## src/rtl/fetch_pkg.sv

```systemverilog
//------------------------------------------------------------------------------
// Module   : fetch_pkg
// Brief    : Shared constants for the instruction fetch stage.
// Revision : 1.0
//------------------------------------------------------------------------------
`default_nettype none

package fetch_pkg;

  localparam int          INSTR_WIDTH      = 32;
  localparam logic [31:0] RESET_PC_DEFAULT = 32'h0040_0000;
  localparam int          PC_INCR          = 4;

endpackage

`default_nettype wire

```

## src/rtl/fetch_fifo.sv

```systemverilog
//------------------------------------------------------------------------------
// Module   : fetch_fifo
// Brief    : Fetch buffer holding {pc, instr} pairs with sync push/pop/flush.
// Revision : 1.0
//------------------------------------------------------------------------------
`default_nettype none

module fetch_fifo #(
  parameter int WIDTH = 32,
  parameter int DEPTH = 2
) (
  input  logic                       clk,
  input  logic                       rst,
  input  logic                       flush,
  input  logic                       push,
  input  logic                       pop,
  input  logic [WIDTH-1:0]           push_pc,
  input  logic [WIDTH-1:0]           push_instr,
  output logic [$clog2(DEPTH):0]     count,
  output logic [WIDTH-1:0]           head_pc,
  output logic [WIDTH-1:0]           head_instr
);

  localparam int AW = $clog2(DEPTH);
  localparam int CW = AW + 1;

  logic [WIDTH-1:0] pc_mem_q    [DEPTH];
  logic [WIDTH-1:0] pc_mem_d    [DEPTH];
  logic [WIDTH-1:0] instr_mem_q [DEPTH];
  logic [WIDTH-1:0] instr_mem_d [DEPTH];
  logic [AW-1:0]    head_q, head_d;
  logic [AW-1:0]    tail_q, tail_d;
  logic [CW-1:0]    count_q, count_d;

  always_comb begin
    pc_mem_d    = pc_mem_q;
    instr_mem_d = instr_mem_q;
    head_d      = head_q;
    tail_d      = tail_q;
    count_d     = count_q;
    if (flush) begin
      head_d  = '0;
      tail_d  = '0;
      count_d = '0;
    end else begin
      if (push) begin
        pc_mem_d[tail_q]    = push_pc;
        instr_mem_d[tail_q] = push_instr;
        tail_d              = tail_q + AW'(1);
      end
      if (pop) begin
        head_d = head_q + AW'(1);
      end
      // Pointers wrap naturally because DEPTH is a power of two.
      if (push && !pop) begin
        count_d = count_q + CW'(1);
      end else if (pop && !push) begin
        count_d = count_q - CW'(1);
      end
    end
  end

  always_ff @(posedge clk) begin
    if (rst) begin
      for (int i = 0; i < DEPTH; i++) begin
        pc_mem_q[i]    <= '0;
        instr_mem_q[i] <= '0;
      end
      head_q  <= '0;
      tail_q  <= '0;
      count_q <= '0;
    end else begin
      pc_mem_q    <= pc_mem_d;
      instr_mem_q <= instr_mem_d;
      head_q      <= head_d;
      tail_q      <= tail_d;
      count_q     <= count_d;
    end
  end

  assign count      = count_q;
  assign head_pc    = (count_q != '0) ? pc_mem_q[head_q]    : '0;
  assign head_instr = (count_q != '0) ? instr_mem_q[head_q] : '0;

endmodule

`default_nettype wire

```

## src/rtl/instr_fetch.sv

```systemverilog
//------------------------------------------------------------------------------
// Module   : instr_fetch
// Brief    : PC register, next-PC selection and fetch buffer control.
// Revision : 1.0
//------------------------------------------------------------------------------
`default_nettype none

module instr_fetch
  import fetch_pkg::*;
#(
  parameter int                    DATA_WIDTH = INSTR_WIDTH,
  parameter logic [DATA_WIDTH-1:0] RESET_PC   = DATA_WIDTH'(RESET_PC_DEFAULT),
  parameter int                    FIFO_DEPTH = 2
) (
  input  logic                  clk,
  input  logic                  rst,
  input  logic                  fetch_en,
  input  logic                  redirect_valid,
  input  logic [DATA_WIDTH-1:0] redirect_pc,
  output logic [DATA_WIDTH-1:0] imem_addr,
  input  logic [DATA_WIDTH-1:0] imem_rd,
  output logic                  out_valid,
  input  logic                  out_ready,
  output logic [DATA_WIDTH-1:0] out_instr,
  output logic [DATA_WIDTH-1:0] out_pc
);

  localparam int CW = $clog2(FIFO_DEPTH) + 1;

  logic [DATA_WIDTH-1:0] pc_q, pc_d;
  logic [CW-1:0]         count;
  logic                  full;
  logic                  push;
  logic                  pop;

  assign full      = (count == CW'(FIFO_DEPTH));
  assign out_valid = (count != '0);
  assign pop       = out_valid && out_ready && !redirect_valid;
  assign push      = fetch_en && !redirect_valid && (!full || pop);
  assign imem_addr = pc_q;

  // Redirect targets are forced word aligned; increment wraps modulo 2^DATA_WIDTH.
  always_comb begin
    pc_d = pc_q;
    if (redirect_valid) begin
      pc_d = redirect_pc & ~DATA_WIDTH'(3);
    end else if (push) begin
      pc_d = pc_q + DATA_WIDTH'(PC_INCR);
    end
  end

  always_ff @(posedge clk) begin
    if (rst) begin
      pc_q <= RESET_PC;
    end else begin
      pc_q <= pc_d;
    end
  end

  fetch_fifo #(
    .WIDTH (DATA_WIDTH),
    .DEPTH (FIFO_DEPTH)
  ) u_fetch_fifo (
    .clk        (clk),
    .rst        (rst),
    .flush      (redirect_valid),
    .push       (push),
    .pop        (pop),
    .push_pc    (pc_q),
    .push_instr (imem_rd),
    .count      (count),
    .head_pc    (out_pc),
    .head_instr (out_instr)
  );

endmodule

`default_nettype wire

```

## config.mk

```make
export PLATFORM = sky130hd
export DESIGN_NAME = instr_fetch
export DESIGN_NICKNAME = d
export VERILOG_FILES = /design/src/rtl/fetch_pkg.sv /design/src/rtl/fetch_fifo.sv /design/src/rtl/instr_fetch.sv
export SDC_FILE = /design/constraint.sdc
export NUM_CORES = 1
export LEC_CHECK = 0
export CORE_MARGIN = 1
export CORE_UTILIZATION = 40
export DETAILED_ROUTE_END_ITERATION = 6
export DONT_BUFFER_PORTS = 1
export PLACE_DENSITY_LB_ADDON = 0.3
export SLEW_MARGIN = 30
export SYNTH_ARGS = -nofsm -noshare
export SYNTH_HDL_FRONTEND = slang
export SYNTH_SLANG_ARGS = --single-unit
export TNS_END_PERCENT = 10
```

## constraint.sdc

```tcl
create_clock -name clk -period 4.2 [get_ports clk]
set_input_delay 0 -clock clk [delete_from_list [all_inputs] [get_ports clk]]
set_output_delay 0 -clock clk [all_outputs]
set_load 0.01 [all_outputs]
```

==> results.yml <==
run_status:
  status: "finished, violations left"
  violations: "hold timing"
synthesis:
  synth_flop_cell: "dfxtp_1"
  yosysMostFrequentCell: "nand2_1"
  syn-cell-area_um2: 7200
  syn_inst: 932
  synthTopCellsByCount: "nand2_1 (267), dfxtp_1 (158), a21oi_1 (126)"
  ys_warn_count: 0
  synth_edf_count: 0
  ys_seq_elements: 158
  yosys.area.top_type: "dfxtp_1"
  syn_area_per_cell_um2: 7.73
  synth_top_area_frac: 0.439
  synthArstFlopShare: 0
  synth_seq_area_share: 0.439
  yosys-top-cells-area: "dfxtp_1 (44%), nand2_1 (14%), a21oi_1 (8.8%)"
  synth_cell_types: 46
route:
  first_pass_iters: 5
  routed_wl_mm: 20.3
  antenna_left: 0
  vias: 6457
  vias_per_cell: 5.42
  dr.first_iter.drc_count: 412
  drcViolationCount: 0
  wire_per_inst_um: 17.0
power:
  ir_drop_v: 0.000318
  leakage_nw: 2.73
  powerDensity_nw_per_um2: 410
worst_setup_path:
  worst-setup-path-type: "in -> reg"
  cpMostUsedCell: "buf_4"
  end_kind: "flip-flop"
  cp_max_fo: 45
  cp_cell_sequence: "dlygate4sd3_1 > inv_2 > buf_4 > nand4_4 > buf_4 > nand2_1 > a21oi_1"
  worstSetupStartpointType: "primary input"
  required_ps: 4540
  crit_buf_inv: 4
  max_stage_delay_ps: 1120
  reg2reg_depth: 5
  cp_num_cells: 7
  critPathSlowestCell: "dlygate4sd3_1"
  cp.arrival_ps: 3030
  critPathTopFamily: "buffers and inverters"
placed_design:
  place_inst: 1093
  gp_congestion: 0.744
  dp_hpwl_mm: 11.8
  port_buffers: 0
  place_area_um2: 7260
cts:
  cts_tree: "yes"
  cts_num_sinks: 158
  root_buffer: "clkbuf_16"
  path_clk_slew_ps: 60
  cts_resized: 0
  clk_latency_ps: 420
  cts-buffers-inserted: 17
  htree_levels: 4
  clockBufferDepth: 2
grt:
  grt_pass1_wl_mm: 32.2
  grtUsageTotal: 0.222
  grt_overflow: 0
  grt_pass1_vias: 6021
  antenna_found_initial: 0
  grt_max_degree: 157
floorplan:
  die_y_um: 136
  core_area_um2: 17400
  start_util: 0.413
  rows: 48
  die_area_um2: 18500
  die_x_um: 136
  io-pin-count: 166
timing:
  hold_viol_final: 2
  grt_setup_unrepaired: "false"
  relSlewSlack: 0.373
  fin_crit_ps: 2690
  fin_tns_setup_ps: 0
  finalClockSkew_ps: 9.82
  layout_worst_path_cycle_share: 0.640
  max_freq_ghz: 0.372
  setup_viol: 0
  whs_ps: -2.67
  worst-slew-pin-transition_ps: 940
  finalMaxSlewViolations: 0
layout:
  multi_input_area_um2: 3710
  fin_nets: 1024
  fillCellCount: 1705
  drive_gt1_frac: 0.0590
  design_area_um2: 8550
  diodes: 0
  final_util: 0.491
  seq_area_um2: 3170
  final_cells: 1191
  area_growth_pct: 18.7
worst_hold_path:
  whs_path_depth: 2
  hold_class: "in -> reg"
flow_run:
  maxCapViolations: 0
==> what timing repair did <==
item	CTS	global route
endpoints found under the hold margin	158	0
buffers inserted	0	0
hold buffers	66	0
==> cells in the final DEF, fill, tap and decap left out, types with 3 or more instances in the layout <==
| master | count |
|---|---|
| nand2_1 | 267 |
| dfxtp_1 | 157 |
| a21oi_1 | 126 |
| nor2_1 | 91 |
| dlygate4sd3_1 | 65 |
| mux2i_1 | 62 |
| clkbuf_16 | 18 |
| nand3_1 | 13 |
| nand4_1 | 11 |
| a311oi_1 | 11 |
| or3_1 | 10 |
| a211oi_1 | 10 |
| xor2_1 | 9 |
| buf_4 | 9 |
| inv_1 | 8 |
| nor3_1 | 7 |
| or4_1 | 7 |
| o21ai_0 | 7 |
| nor4_1 | 6 |
| o31ai_1 | 5 |
| o31a_1 | 5 |
| xnor2_1 | 4 |
| conb_1 | 4 |
| clkinv_4 | 4 |
| and3_1 | 3 |
| and4_1 | 3 |
| o311ai_0 | 3 |
| clkinvlp_4 | 3 |
==> registers in the layout (all words and copies together), names as in the netlist <==
signal                    cells
u_fetch_fifo.count            2
u_fetch_fifo.pc_mem_q        60
u_fetch_fifo.tail_q           1
imem_addr                    30
u_fetch_fifo.head_q           1
u_fetch_fifo.instr_mem_q     64
==> worst register-to-register path, delay by kind of cell (launching register included) <==
family | cells | cell delay, ps
flip-flops | 1 | 470
buffers and inverters | 1 | 460
AND/OR/NAND/NOR | 3 | 1380
AO/OA/AOI/OAI | 1 | 140
==> metrics by stage <==
| stage | setup slack, ps | hold WS [ps] | power, W |
|---|---|---|---|
| after CTS | 1490 | 23.2 | 0.00354 |
| after global placement | 1690 | 74.1 | 0.00186 |
| after detailed placement | 1690 | 77.9 | 0.00187 |
| final | 1510 | -2.67 | 0.00350 |
| after global routing | 1330 | 54.1 | 0.00365 |
| after floorplan | 2400 | 127 | 0.00182 |
==> final timing paths <==
kind	startpoint	endpoint	slack, ps
max	redirect_valid	u_fetch_fifo.instr_mem_q[4]	1510
max reg2reg	u_fetch_fifo.count[0]	u_fetch_fifo.instr_mem_q[4]	1660
min	rst	u_fetch_fifo.pc_mem_q[47]	-3
min reg2reg	u_fetch_fifo.instr_mem_q[20]	u_fetch_fifo.instr_mem_q[20]	450
==> report_power, final <==
part	internal (W)	leakage (nW)	switching, W
clock network	0.000947	0.291	0.000639
registers	0.00155	1.29	0.0000819
logic	0.000116	1.15	0.000170
total	0.00261	2.73	0.000891
==> per-layer routing <==
| metal | vias up | track usage | part of all wire |
|---|---|---|---|
| met1 | 3003 | 0.286 | 0.44 |
| met3 | 32 | 0.0641 | 0.077 |
| met2 | 214 | 0.355 | 0.47 |
| met5 | - | 0 | 0 |
| met4 | 0 | 0.0747 | 0.017 |
| li1 | 3208 | - | - |
==> logic make-up (layout without fill, tap and decap cells) <==
| family | Yosys count | in the layout | synth area share |
|---|---|---|---|
| AO/OA/AOI/OAI | 177 | 177 | 0.144 |
| XOR/XNOR | 13 | 13 | 0.0158 |
| adder cells (fa/ha/maj) | 2 | 2 | 0.00347 |
| buffers and inverters | 86 | 117 | 0.0514 |
| flip-flops | 158 | 158 | 0.439 |
| multiplexers | 62 | 62 | 0.0862 |
| other | 1 | 4 | 0.000521 |
| AND/OR/NAND/NOR | 433 | 433 | 0.259 |
==> final cells by class <==
| cell class | instances | share of cell area |
|---|---|---|
| Timing Repair Buffer | 75 | 0.0872 |
| Inverter | 10 | 0.00439 |
| Sequential cell | 158 | 0.370 |
| Clock buffer | 21 | 0.0563 |
| Multi-Input combinational cell | 691 | 0.433 |
| Clock inverter | 11 | 0.0154 |
| Tap cell | 225 | 0.0329 |
Power figures use the tool's default switching activity.
